===== config.mk =====
export PLATFORM = sky130hd
export DESIGN_NAME = usb_rx_byte_assembler
export DESIGN_NICKNAME = d
export VERILOG_FILES = /design/src/rtl/usb_rx_pkg.sv /design/src/rtl/flex_stp_sr_rx.sv /design/src/rtl/usb_rx_byte_assembler.sv
export SDC_FILE = /design/constraint.sdc
export NUM_CORES = 1
export LEC_CHECK = 0
export BUFFER_PORTS_ARGS = -buffer_cell sky130_fd_sc_hd__buf_2
export CAP_MARGIN = 20
export CORE_ASPECT_RATIO = 1.5
export CORE_MARGIN = 2
export CORE_UTILIZATION = 45
export CTS_CLUSTER_SIZE = 28
export DETAILED_ROUTE_END_ITERATION = 10
export PLACE_DENSITY = 0.67
export SYNTH_ARGS = -nofsm -noshare
export SYNTH_HDL_FRONTEND = slang
export SYNTH_SLANG_ARGS = --single-unit

===== constraint.sdc =====
create_clock -name clk -period 4.25 [get_ports clk]
set_input_delay 0.6375 -clock clk [delete_from_list [all_inputs] [get_ports clk]]
set_output_delay 0.6375 -clock clk [all_outputs]
set_load 0.01 [all_outputs]

===== src/rtl/usb_rx_pkg.sv =====
// Shared types and constants for the USB RX byte assembler.
package usb_rx_pkg;

    typedef enum logic [1:0] {IDLE, RECV, ERR} rx_state_t;

    localparam logic IDLE_LEVEL = 1'b1;

endpackage


===== src/rtl/flex_stp_sr_rx.sv =====
// Serial-to-parallel shift register for the RX path; resets and clears to the idle line level.
module flex_stp_sr_rx
    import usb_rx_pkg::*;
#(
    parameter int unsigned NUM_BITS  = 8,
    parameter int unsigned SHIFT_MSB = 0
) (
    input  logic                clk,
    input  logic                rst,
    input  logic                shift_enable,
    input  logic                clear,
    input  logic                serial_in,
    output logic [NUM_BITS-1:0] parallel_out
);

    logic [NUM_BITS-1:0] sr_q;
    logic [NUM_BITS-1:0] sr_d;

    always_comb begin
        sr_d = sr_q;
        if (clear) begin
            sr_d = {NUM_BITS{IDLE_LEVEL}};
        end else if (shift_enable) begin
            sr_d = (SHIFT_MSB != 0) ? {sr_q[NUM_BITS-2:0], serial_in}
                                    : {serial_in, sr_q[NUM_BITS-1:1]};
        end
    end

    always_ff @(posedge clk) begin
        if (rst) begin
            sr_q <= {NUM_BITS{IDLE_LEVEL}};
        end else begin
            sr_q <= sr_d;
        end
    end

    assign parallel_out = sr_q;

endmodule


===== src/rtl/usb_rx_byte_assembler.sv =====
// RX byte assembler: drops stuffed bits, frames NUM_BITS-wide words between SYNC and EOP.
module usb_rx_byte_assembler
    import usb_rx_pkg::*;
#(
    parameter int unsigned NUM_BITS  = 8,
    parameter int unsigned SHIFT_MSB = 0,
    parameter int unsigned CNT_W     = 8
) (
    input  logic                clk,
    input  logic                rst,
    input  logic                serial_in,
    input  logic                shift_strobe,
    input  logic                stuff_bit,
    input  logic                sync_clear,
    input  logic                eop,
    output logic [NUM_BITS-1:0] rx_data,
    output logic                byte_valid,
    output logic [CNT_W-1:0]    byte_count,
    output logic                packet_done,
    output logic                framing_err,
    output logic                busy
);

    localparam int unsigned     BC_W     = $clog2(NUM_BITS + 1);
    localparam logic [BC_W-1:0] LAST_BIT = BC_W'(NUM_BITS - 1);

    rx_state_t           state_q, state_d;
    logic [BC_W-1:0]     bit_cnt_q, bit_cnt_d;
    logic [CNT_W-1:0]    byte_count_q, byte_count_d;
    logic [NUM_BITS-1:0] rx_data_q, rx_data_d;
    logic                byte_valid_q, byte_valid_d;
    logic                packet_done_q, packet_done_d;
    logic                framing_err_q, framing_err_d;

    logic                accept;
    logic                sr_shift;
    logic                sr_clear;
    logic [NUM_BITS-1:0] sr_word;
    logic [NUM_BITS-1:0] next_word;

    flex_stp_sr_rx #(
        .NUM_BITS  (NUM_BITS),
        .SHIFT_MSB (SHIFT_MSB)
    ) u_sr (
        .clk          (clk),
        .rst          (rst),
        .shift_enable (sr_shift),
        .clear        (sr_clear),
        .serial_in    (serial_in),
        .parallel_out (sr_word)
    );

    always_comb begin
        state_d       = state_q;
        bit_cnt_d     = bit_cnt_q;
        byte_count_d  = byte_count_q;
        rx_data_d     = rx_data_q;
        byte_valid_d  = 1'b0;
        packet_done_d = 1'b0;
        framing_err_d = framing_err_q;
        sr_shift      = 1'b0;
        sr_clear      = 1'b0;
        accept        = shift_strobe & ~stuff_bit;
        // Word as it will look once the current bit lands; captured on the final bit.
        next_word     = (SHIFT_MSB != 0) ? {sr_word[NUM_BITS-2:0], serial_in}
                                         : {serial_in, sr_word[NUM_BITS-1:1]};

        if (sync_clear) begin
            state_d       = RECV;
            bit_cnt_d     = '0;
            byte_count_d  = '0;
            framing_err_d = 1'b0;
            sr_clear      = 1'b1;
        end else if (state_q == RECV) begin
            if (accept) begin
                sr_shift = 1'b1;
                if (bit_cnt_q == LAST_BIT) begin
                    bit_cnt_d    = '0;
                    rx_data_d    = next_word;
                    byte_valid_d = 1'b1;
                    if (byte_count_q != '1) begin
                        byte_count_d = byte_count_q + CNT_W'(1);
                    end
                end else begin
                    bit_cnt_d = bit_cnt_q + BC_W'(1);
                end
            end
            // EOP is judged after this cycle's bit has been counted.
            if (eop) begin
                if (bit_cnt_d == '0) begin
                    state_d       = IDLE;
                    packet_done_d = 1'b1;
                end else begin
                    state_d       = ERR;
                    framing_err_d = 1'b1;
                    bit_cnt_d     = '0;
                end
            end
        end
    end

    always_ff @(posedge clk) begin
        if (rst) begin
            state_q       <= IDLE;
            bit_cnt_q     <= '0;
            byte_count_q  <= '0;
            rx_data_q     <= {NUM_BITS{IDLE_LEVEL}};
            byte_valid_q  <= 1'b0;
            packet_done_q <= 1'b0;
            framing_err_q <= 1'b0;
        end else begin
            state_q       <= state_d;
            bit_cnt_q     <= bit_cnt_d;
            byte_count_q  <= byte_count_d;
            rx_data_q     <= rx_data_d;
            byte_valid_q  <= byte_valid_d;
            packet_done_q <= packet_done_d;
            framing_err_q <= framing_err_d;
        end
    end

    assign rx_data     = rx_data_q;
    assign byte_valid  = byte_valid_q;
    assign byte_count  = byte_count_q;
    assign packet_done = packet_done_q;
    assign framing_err = framing_err_q;
    assign busy        = (state_q == RECV);

endmodule

==> run metrics, run 1 <==
status complete, no violations; Sink Count 32; FF-to-FF End byte_count[4]$_SDFFE_PP0P_; DRC viols 0; Final period util 0.4412; clk_lat worst skew around 0.28 ns; Final Max Slew Viols 0; non-filler instance count after layout about 240; vias in the first global route 1,267; Worst Tran Pin Value around 0.58 ns; Peak VDD IR about 0.29 mV; Max-slew headroom 0.6142; startpoint type of the worst setup path primary input; Syn Inst Count around 170; fmax around 0.53 GHz; placed cells 227; Via density approximately 5.3; RePlAce Congestion ~0.89; Die ar. 3526 um2; sequential share of power 0.497; maximum buffer depth of the clock tree 2; Sw Ratio 0.2058; chip height 71.74 um; Layout area overhead 18.64%; Core Rows 24; clock root buffer clkbuf_8; Num CTS Buffers 5; Fin. Hold Viols 0; Setup TNS 0 ns; Worst setup EP type flop; Post-DP HPWL between 2 and 2.5 mm; Net Switching around 130 uW; R2R Path Start bit_cnt_q[0]$_SDFFE_PP0P_; flop2flop setup slack roughly 2.4 ns; Hold WC Path Type reg -> reg; hold path start rx_data[6]$_SDFFE_PP1P_; number of cells on the worst hold path 2; arrival time worst endpoint 2.11 ns; pwr/cell area about 370 nW/um2; fin crit period roughly 1.9 ns; pin count of the biggest net entering global routing 16; EDFF count, synth 0; clock power share 0.461; max_cap viols 0; first-pass GRT wire length 5.244 mm; asr flop ratio synth 0; Port Buffer Count 26; Layout Nets 204; Total GRT Usage 0.1903; CTS Hold Bufs 0; sequential share of the synthesized area 0.4655; Setup Fix Bufs, Post-CTS 0; Worst Clk Skew 0.006917 ns; RSZ-0062 raised after global routing false; ANT cells 0; syn nets between 150 and 200; Pint just under 500 uW; Final ANT Viol Nets 0; ys flop type dfxtp_1; Synth area leader dfxtp_1; DR vias roughly 1,300; PostCTS Resize Cnt 0; GRT overflow 0; Worst R2R Path Depth 6; hold path endpoint rx_data[6]$_SDFFE_PP1P_; first drt pass iteration count 4; io pins 27; CTS tree done; critical path data required time ~4.5 ns; share of layout cells above drive strength 1 0.1837; Setup Viol. Count Final 0; Core Region ~3000 um2; crit path max fanout 10; antenna violations before repair 0; Synth area leaders dfxtp_1, nand2_1, nand3_1; DRT iter0 DRCs 21; synth unique cells 34; Routed wire per std cell about 12 um; starting density of the core 0.4725; CTS clk-pin slew, worst paths ~0.07 ns; Leakage roughly 0.0007 uW; Mapped Area between 1000 and 1500 um2; #FFs+latches synth 32; htree depth 2; Comb pwr share 0.041; fin util 0.5606; Horiz. Die Dim 49.16 um; Post-Syn Area per Cell 8.192 um2; top cell type's share of synthesized area 0.4655; yosys warns 0; total wire length 2.915 mm; worst setup path class in -> reg
sequential cells by signal (all words and copies together), names as in the netlist:
register	cells
byte_valid	1
packet_done	1
byte_count	8
u_sr.parallel_out	7
rx_data	8
state_q	2
framing_err	1
bit_cnt_q	4
worst max-delay path, stage by stage:
cell	delay [ns]
buf_2	0.11
and4bb_1	0.47
and2_4	0.26
nand2_4	0.08
or4_1	0.47
nand2_1	0.07
power by group through the flow:
stage / Combinational, uW / Clock, uW / Sequential, uW
after global placement: 24.8 / 0 / 310
final: 25.2 / 282 / 304
after floorplan: 17.9 / 0 / 310
after detailed placement: 25.4 / 0 / 310
after CTS: 25.5 / 289 / 304
after global routing: 28.3 / 301 / 304
worst max path at each step:
stage / from / to / slack [ns] / cells after the start
after CTS: stuff_bit / byte_count[4]$_SDFFE_PP0P_ / 2.36 / 6
after global routing: stuff_bit / byte_count[4]$_SDFFE_PP0P_ / 2.26 / 6
after detailed placement: stuff_bit / byte_count[4]$_SDFFE_PP0P_ / 2.06 / 6
final: stuff_bit / byte_count[4]$_SDFFE_PP0P_ / 2.38 / 6
after floorplan: stuff_bit / byte_count[4]$_SDFFE_PP0P_ / 2.42 / 6
after global placement: stuff_bit / byte_count[4]$_SDFFE_PP0P_ / 2.12 / 6
placed cells by master (no fill, tap or decap), drive strengths merged, types with 6 or more instances in the layout:
cell type,netlist,final
a21oi,10,10
buf,1,26
clkbuf,5,6
dfxtp,32,32
nand2,38,38
nand3,14,14
nand3b,9,9
nor2,15,15
o21ai,6,6
Yosys cell counts (2+ instances only):
| cell | count |
|---|---|
| a21oi_1 | 10 |
| clkbuf_1 | 5 |
| dfxtp_1 | 32 |
| ha_1 | 2 |
| nand2_1 | 37 |
| nand2b_1 | 4 |
| nand3_1 | 14 |
| nand3b_1 | 9 |
| nand4_1 | 4 |
| nor2_1 | 15 |
| nor3_1 | 4 |
| o21ai_0 | 5 |
| o31a_1 | 2 |
| or3_1 | 2 |
| or4_1 | 2 |
| xor2_1 | 3 |
metrics by stage:
step / cell area, um2 / hold WS [ns] / power (uW) / setup WS, ns
after floorplan: 1376 / 0.4373 / 328.0 / 2.416
after global placement: 1525 / 0.4412 / 335.1 / 2.123
after detailed placement: 1525 / 0.4505 / 335.7 / 2.056
after CTS: 1633 / 0.4669 / 617.9 / 2.364
after global routing: 1633 / 0.4805 / 633.0 / 2.265
final: 1633 / 0.4610 / 610.4 / 2.375
cell type report:
class                           instances  area (um2)
Fill cell                             295        1280
Timing Repair Buffer                   26       130.1
Multi-Input combinational cell        129       701.9
Sequential cell                        32       640.6
Clock inverter                          2       35.03
Tap cell                               39       48.80
Clock buffer                            6       72.57
Inverter                                1       3.754
kinds of logic after synthesis:
family,after synthesis,share of synthesized area
compound gates,23,0.09728
xor+xnor,3,0.01909
fa+ha+maj,2,0.01818
buf+inv,7,0.02454
flops,32,0.4655
mux,1,0.007273
simple gates,100,0.3682
metal layers:
layer,GRT usage,vias to the layer above,share of wire
met2,0.3273,37,0.51
met3,0.05208,9,0.051
met1,0.2029,563,0.41
met4,0.1206,0,0.028
li1,-,641,-
met5,0,-,0
Note: power is estimated with default switching activity, not from simulation.
==> run 2, diff against run 1 <==
--- a/config.mk
+++ b/config.mk
@@ -5,6 +5,7 @@
 export SDC_FILE = /design/constraint.sdc
 export NUM_CORES = 1
 export LEC_CHECK = 0
+export ABC_AREA = 1
 export BUFFER_PORTS_ARGS = -buffer_cell sky130_fd_sc_hd__buf_2
 export CAP_MARGIN = 20
 export CORE_ASPECT_RATIO = 1.5
@@ -12,7 +13,7 @@
 export CORE_UTILIZATION = 45
 export CTS_CLUSTER_SIZE = 28
 export DETAILED_ROUTE_END_ITERATION = 10
-export PLACE_DENSITY = 0.67
+export PLACE_DENSITY = 0.7
 export SYNTH_ARGS = -nofsm -noshare
 export SYNTH_HDL_FRONTEND = slang
 export SYNTH_SLANG_ARGS = --single-unit
==> constraint.sdc (replaced) <==
create_clock -name clk -period 1.6 [get_ports clk]
set_input_delay 0.24 -clock clk [delete_from_list [all_inputs] [get_ports clk]]
set_output_delay 0.24 -clock clk [all_outputs]
set_load 0.01 [all_outputs]
==> run metrics, run 2 <==
Max stage delay cell, worst path dfxtp_1 (was and4bb_1); #FFs+latches synth 32 (unchanged); status complete, no violations (unchanged); fmax roughly 0.70 GHz; pre-CTS WS 0.09053 ns (was 2.056 ns); yosys warns 0 (unchanged); DRC viols 0 (unchanged); Fin. Hold Viols 0 (unchanged); CP delay by family, top flip-flops (was simple AND/OR/NAND/NOR gates); chip height 71.92 um (was 71.74 um); Final ANT Viol Nets 0 (unchanged); Min Hold Slack 0.1951 ns (was 0.4610 ns); Die ar. 3544 um2 (was 3526 um2); Layout area overhead 20.89% (was 18.64%); arrival time worst endpoint 1.62 ns (was 2.11 ns); htree depth 2 (unchanged); EDFF count, synth 0 (unchanged); Worst Tran Pin Value 0.3206 ns (was 0.5765 ns); Worst Clk Skew 0.006127 ns (was 0.006917 ns); Total GRT Usage 0.1754 (was 0.1903); slowest stage delay, CP 0.38 ns (was 0.47 ns); antenna violations before repair 0 (unchanged); Synth area leader dfxtp_1 (unchanged); CTS Hold Bufs 0 (unchanged); share of layout cells above drive strength 1 0.2329 (was 0.1837); asr flop ratio synth 0 (unchanged); synth unique cells 21 (was 34); Port Buffer Count 26 (unchanged); CTS tree done (unchanged); total power 1466 uW (was 610.4 uW); Setup Fix Bufs, Post-CTS 0 (unchanged); placed cells 251 (was 227); first-pass GRT wire length 4.740 mm (was 5.244 mm); vias in the first global route 1,138 (was 1,267); Post-DP HPWL 2.216 mm (was 2.198 mm); fin crit period ~1.4 ns; RePlAce Congestion 0.7982 (was 0.8942); Syn Inst Count 184 (was 168); syn nets 193 (was 177); Final period util 0.8966; multi-input logic area 655.6 um2 (was 701.9 um2); GRT overflow 0 (unchanged); sequential share of the synthesized area 0.4629 (was 0.4655); Critical Path Most Common Cell a21oi_2; fin util 0.5743 (was 0.5606); Peak VDD IR 0.6094 mV (was 0.2909 mV); Synth area leaders dfxtp_1, nand2_1, a21oi_1 (was dfxtp_1, nand2_1, nand3_1); Final Max Slew Viols 0 (unchanged); Leakage 0.0007302 uW (was 0.0006987 uW); Setup Viol. Count Final 0 (unchanged); total wire length 2.916 mm (was 2.915 mm); Num CTS Buffers 5 (unchanged); DR vias 1,264 (was 1,250); Routed wire per std cell 11.30 um (was 12.40 um); commonest non-fill, non-tap cell in the layout nand2_1 (unchanged); Layout Nets 228 (was 204); startpoint type of the worst setup path flop (was primary input); top cell type's share of synthesized area 0.4629 (was 0.4655); Post-Syn Area per Cell 7.521 um2 (was 8.192 um2); Hold WC Path Type in -> reg (was reg -> reg); Horiz. Die Dim 49.28 um (was 49.16 um); first drt pass iteration count 4 (unchanged); worst path bufs/invs 2 (was 1); pwr/cell area 876.5 nW/um2 (was 373.9 nW/um2); Via density 4.899 (was 5.319); count leader, synth nand2_1 (unchanged); critical path data required time 1.78 ns (was 4.48 ns); Commonest cells post-synth nand2_1, dfxtp_1, inv_1, a21oi_1 (was nand2_1, dfxtp_1, nor2_1, nand3_1, a21oi_1); ANT cells 0 (unchanged); maximum buffer depth of the clock tree 2 (unchanged); ys flop type dfxtp_1 (unchanged); clock root buffer clkbuf_8 (unchanged); fillers 282 (was 295); Core Region 2913 um2 (unchanged); pin count of the biggest net entering global routing 17 (was 16); DRT iter0 DRCs 25 (was 21); io pins 27 (unchanged); max_cap viols 0 (unchanged); Worst setup EP type flop (unchanged); non-filler instance count after layout 258 (was 235); worst setup margin 0.1655 ns (was 2.375 ns); most frequent cells in the layout nand2_1, dfxtp_1, buf_2 (unchanged); starting density of the core 0.4751 (was 0.4725); worst setup path class reg -> reg (was in -> reg); FF+latch area 640.6 um2 (unchanged); CP cell instances ha_2, nand3_2, inv_2, nand2_2, a21oi_2, buf_4, nand3_1, nand2_1, a21oi_2 (was buf_2, and4bb_1, and2_4, nand2_4, or4_1, nand2_1); Core Rows 24 (unchanged); Sink Count 32 (unchanged); crit path max fanout 11 (was 10); clk_lat worst skew 0.29 ns (was 0.28 ns); CTS clk-pin slew, worst paths 0.06 ns (was 0.07 ns); Mapped Area 1384 um2 (was 1376 um2); Max-slew headroom 0.7855 (was 0.6142)
run 2: cell types whose count changed after synthesis, moves of 3 or more:
| cell | previous run | this run |
|---|---|---|
| o211ai_1 | 1 | 4 |
| a22oi_1 | 1 | 4 |
| nand2_1 | 37 | 44 |
| inv_1 | 1 | 23 |
| nand2_2 | 0 | 3 |
| clkbuf_1 | 5 | 1 |
| nor2_4 | 0 | 3 |
| a21oi_1 | 10 | 18 |
| nand2b_1 | 4 | 0 |
| nand3b_1 | 9 | 0 |
run 2: cells by family after synthesis:
group | after synthesis | share of synthesized area
DFF | 32 | 0.4629
xor gates and xnor gates | 4 | 0.02532
AOI/OAI and AO/OA | 34 | 0.1429
adders and majority gates | 2 | 0.01808
and+or+nand+nor | 86 | 0.2749
buffers and inverters | 26 | 0.07594
run 2: per-stage QoR:
stage / TNS, ns / cell area (um2)
after floorplan: 0 / 1384
after global placement: 0 / 1578
after detailed placement: 0 / 1578
after CTS: 0 / 1655
after global routing: -0.002676 / 1673
final: 0 / 1673
run 2: report_power, final:
group / leakage, uW / total, uW / internal (uW) / switching, uW
combinational: 0.000430 / 82.3 / 27.5 / 54.8
clock: 0.0000410 / 577 / 295 / 282
sequential: 0.000259 / 807 / 804 / 3.68
total: 0.000730 / 1470 / 1130 / 340
run 2: what timing repair did:
action,CTS,global route
endpoints found under the setup margin,0,16
gates resized for setup,0,8
endpoints found under the hold margin,0,0
run 2: area by class of cell:
cell class,instances,area share
clock buffer,6,0.04338
clock inverter,1,0.002992
inverter,24,0.05385
multi-input combinational,126,0.3919
sequential,32,0.3829
tap,39,0.02917
timing repair buffer,30,0.09574
run 2: routing by layer:
metal	routed length, um	GRT usage	up-vias
li1	-	-	664
met1	1234	0.1910	574
met2	1483	0.3048	21
met3	137	0.05350	5
met4	59	0.08889	0
met5	0	0	-
run 2: worst reg2reg max path, delay by kind of cell (launching register included):
kind / cells / cell delay, ns
AOI/OAI and AO/OA: 2 / 0.13
buffers and inverters: 2 / 0.25
adders and majority gates: 1 / 0.22
and+or+nand+nor: 4 / 0.35
DFF: 1 / 0.38
run 2: final timing paths:
| path | from | end | slack, ns | cells after the start |
|---|---|---|---|---|
| max | bit_cnt_q[1]$_SDFFE_PP0P_ | byte_count[6]$_SDFFE_PP0P_ | 0.17 | 9 |
| min | serial_in | u_sr.parallel_out[7]$_SDFFE_PP1P_ | 0.20 | 3 |
| max reg2reg | bit_cnt_q[1]$_SDFFE_PP0P_ | byte_count[6]$_SDFFE_PP0P_ | 0.17 | 9 |
| min reg2reg | framing_err$_SDFFE_PP0P_ | framing_err$_SDFFE_PP0P_ | 0.46 | 2 |
==> run 3, diff against run 2 <==
--- a/config.mk
+++ b/config.mk
@@ -5,7 +5,6 @@
 export SDC_FILE = /design/constraint.sdc
 export NUM_CORES = 1
 export LEC_CHECK = 0
-export ABC_AREA = 1
 export BUFFER_PORTS_ARGS = -buffer_cell sky130_fd_sc_hd__buf_2
 export CAP_MARGIN = 20
 export CORE_ASPECT_RATIO = 1.5
@@ -14,6 +13,8 @@
 export CTS_CLUSTER_SIZE = 28
 export DETAILED_ROUTE_END_ITERATION = 10
 export PLACE_DENSITY = 0.7
+export REMOVE_ABC_BUFFERS = 1
+export SKIP_CTS_REPAIR_TIMING = 1
 export SYNTH_ARGS = -nofsm -noshare
 export SYNTH_HDL_FRONTEND = slang
 export SYNTH_SLANG_ARGS = --single-unit
==> run metrics, run 3 (synthesis gave the netlist of run 1 again) <==
status complete, no violations (unchanged); chip height 71.74 um (was 71.92 um); crit path max fanout 6 (was 11); Post-DP HPWL 2.303 mm (was 2.216 mm); DRT iter0 DRCs 39 (was 25); share of layout cells above drive strength 1 0.2804 (was 0.2329); vias in the first global route 1,250 (was 1,138); Setup crit end byte_count[4]$_SDFFE_PP0P_ (was byte_count[6]$_SDFFE_PP0P_); sequential share of power 0.490 (was 0.551); critical path data required time 1.83 ns (was 1.78 ns); Routed wire per std cell 12.84 um (was 11.30 um); Final Max Slew Viols 0 (unchanged); startpoint type of the worst setup path flop (unchanged); arrival time worst endpoint 1.82 ns (was 1.62 ns); Port Buffer Count 26 (unchanged); first drt pass iteration count 4 (unchanged); io pins 27 (unchanged); first-pass GRT wire length 5.223 mm (was 4.740 mm); Layout area overhead 29.82% (was 20.89%); CP delay by family, top simple AND/OR/NAND/NOR gates (was flip-flops); dpl cell area 1623 um2 (was 1578 um2); Total GRT Usage 0.1897 (was 0.1754); Leakage 0.0007937 uW (was 0.0007302 uW); placed cells 240 (was 251); htree depth 2 (unchanged); Max stage delay cell, worst path or4_1 (was dfxtp_1); most frequent cells in the layout nand2_1, dfxtp_1, buf_2 (unchanged); CTS clk-pin slew, worst paths 0.07 ns (was 0.06 ns); Worst Clk Skew 0.007323 ns (was 0.006127 ns); instance count on the critical path 6 (was 9); FF-to-FF End byte_count[4]$_SDFFE_PP0P_ (was byte_count[6]$_SDFFE_PP0P_); commonest non-fill, non-tap cell in the layout nand2_1 (unchanged); maximum buffer depth of the clock tree 2 (unchanged); fmax 0.6278 GHz (was 0.6971 GHz); Final period util 0.9955 (was 0.8966); Worst setup EP type flop (unchanged); Via density 5.324 (was 4.899); fin util 0.6134 (was 0.5743); Net Switching 348.5 uW (was 340.4 uW); Sink Count 32 (unchanged); clk_lat worst skew 0.29 ns (about the same); max_cap viols 0 (unchanged); clock root buffer clkbuf_8 (unchanged); Core Region 2913 um2 (unchanged); Num CTS Buffers 5 (unchanged); Setup Viol. Count Final 0 (unchanged); CP startpoint bit_cnt_q[1]$_SDFFE_PP0P_ (unchanged); Horiz. Die Dim 49.16 um (was 49.28 um); number of cells on the worst hold path 3 (unchanged); Final ANT Viol Nets 0 (unchanged); flop2flop setup slack 0.007 ns (was 0.17 ns); total wire length 3.249 mm (was 2.916 mm); Worst R2R Path Depth 6 (was 9); Comb pwr share 0.048 (was 0.056); Worst Tran Pin Value 0.2926 ns (was 0.3206 ns); DR vias 1,347 (was 1,264); worst path bufs/invs 0 (was 2); Min Hold Slack 0.1887 ns (was 0.1951 ns); ANT cells 0 (unchanged); clock power share 0.462 (was 0.393); hold path start serial_in (unchanged); total power 1642 uW (was 1466 uW); Core Rows 24 (unchanged); slowest stage delay, CP 0.47 ns (was 0.38 ns); area of all placed cells without fillers 1787 um2 (was 1673 um2); Fin. Hold Viols 0 (unchanged); fillers 285 (was 282); pwr/cell area 919.1 nW/um2 (was 876.5 nW/um2); DRC viols 0 (unchanged); CTS tree done (unchanged); antenna violations before repair 0 (unchanged); Die ar. 3526 um2 (was 3544 um2); worst setup path class reg -> reg (unchanged); non-filler instance count after layout 253 (was 258); RePlAce Congestion 0.8506 (was 0.7982); Peak VDD IR 0.6799 mV (was 0.6094 mV); GRT overflow 0 (unchanged); pin count of the biggest net entering global routing 15 (was 17); R2R Path Start bit_cnt_q[1]$_SDFFE_PP0P_ (unchanged); starting density of the core 0.4725 (was 0.4751); Max-slew headroom 0.8047 (was 0.7855); fin crit period 1.593 ns (was 1.434 ns); Layout Nets 222 (was 228); CP cell instances ha_2, and3b_1, and2_4, nand2_4, or4_1, nand2_1 (was ha_2, nand3_2, inv_2, nand2_2, a21oi_2, buf_4, nand3_1, nand2_1, a21oi_2); Pint 1294 uW (was 1126 uW); Hold WC Path Type in -> reg (unchanged); Sw Ratio 0.2122 (was 0.2322)
-- run 3: changes by cell type in the layout (fill, tap and decap cells not counted), moves of 5 or more --
cell	delta
buf_4	+14
nand2_1	-5
nand2_2	-5
nand3b_1	+9
inv_1	-21
a21oi_1	-8
-- run 3: routing by layer --
| layer | global-route usage | wire [um] |
|---|---|---|
| met4 | 0.06667 | 39 |
| met2 | 0.3453 | 1791 |
| met1 | 0.2037 | 1265 |
| met3 | 0.05833 | 152 |
| met5 | 0 | 0 |
-- run 3: area by class of cell --
cell class	instances	area, um2	share of cell area
multi-input cells	129	715.7	0.4006
flip-flops and latches	32	645.6	0.3613
repair buffers	44	265.3	0.1485
clock buffers	6	72.57	0.04062
well taps	39	48.80	0.02731
clock inverters	2	35.03	0.01961
inverters	1	3.754	0.002101
-- run 3: worst reg2reg max path, stage by stage, from the launching register on --
cell     delay, ns
dfxtp_4       0.36
ha_2          0.17
and3b_1       0.20
and2_4        0.19
nand2_4       0.08
or4_1         0.47
nand2_1       0.07
-- run 3: worst min-delay path by stage --
stage	end
5_1_grt	rx_data[7]$_SDFFE_PP1P_
3_3_place_gp	rx_data[7]$_SDFFE_PP1P_
3_5_place_dp	rx_data[5]$_SDFFE_PP1P_
4_1_cts	rx_data[7]$_SDFFE_PP1P_
6_report	rx_data[7]$_SDFFE_PP1P_
2_1_floorplan	state_q[0]$_SDFFE_PP0P_
-- run 3: power by group through the flow --
stage | clock network (uW) | registers [uW] | logic [uW]
floorplan | 0 | 824 | 40.0
global placement | 0 | 824 | 75.1
detailed placement | 0 | 824 | 76.6
CTS | 769 | 806 | 77.4
global route | 803 | 805 | 87.5
finish | 758 | 805 | 79.0
-- run 3: metrics by stage --
stage | setup TNS (ns) | setup WS [ns]
after floorplan | -0.007143 | -0.007143
after global placement | 0 | 0.06292
after detailed placement | 0 | 0.0003302
after CTS | -0.02576 | -0.01572
after global routing | -0.06360 | -0.03282
final | 0 | 0.007147
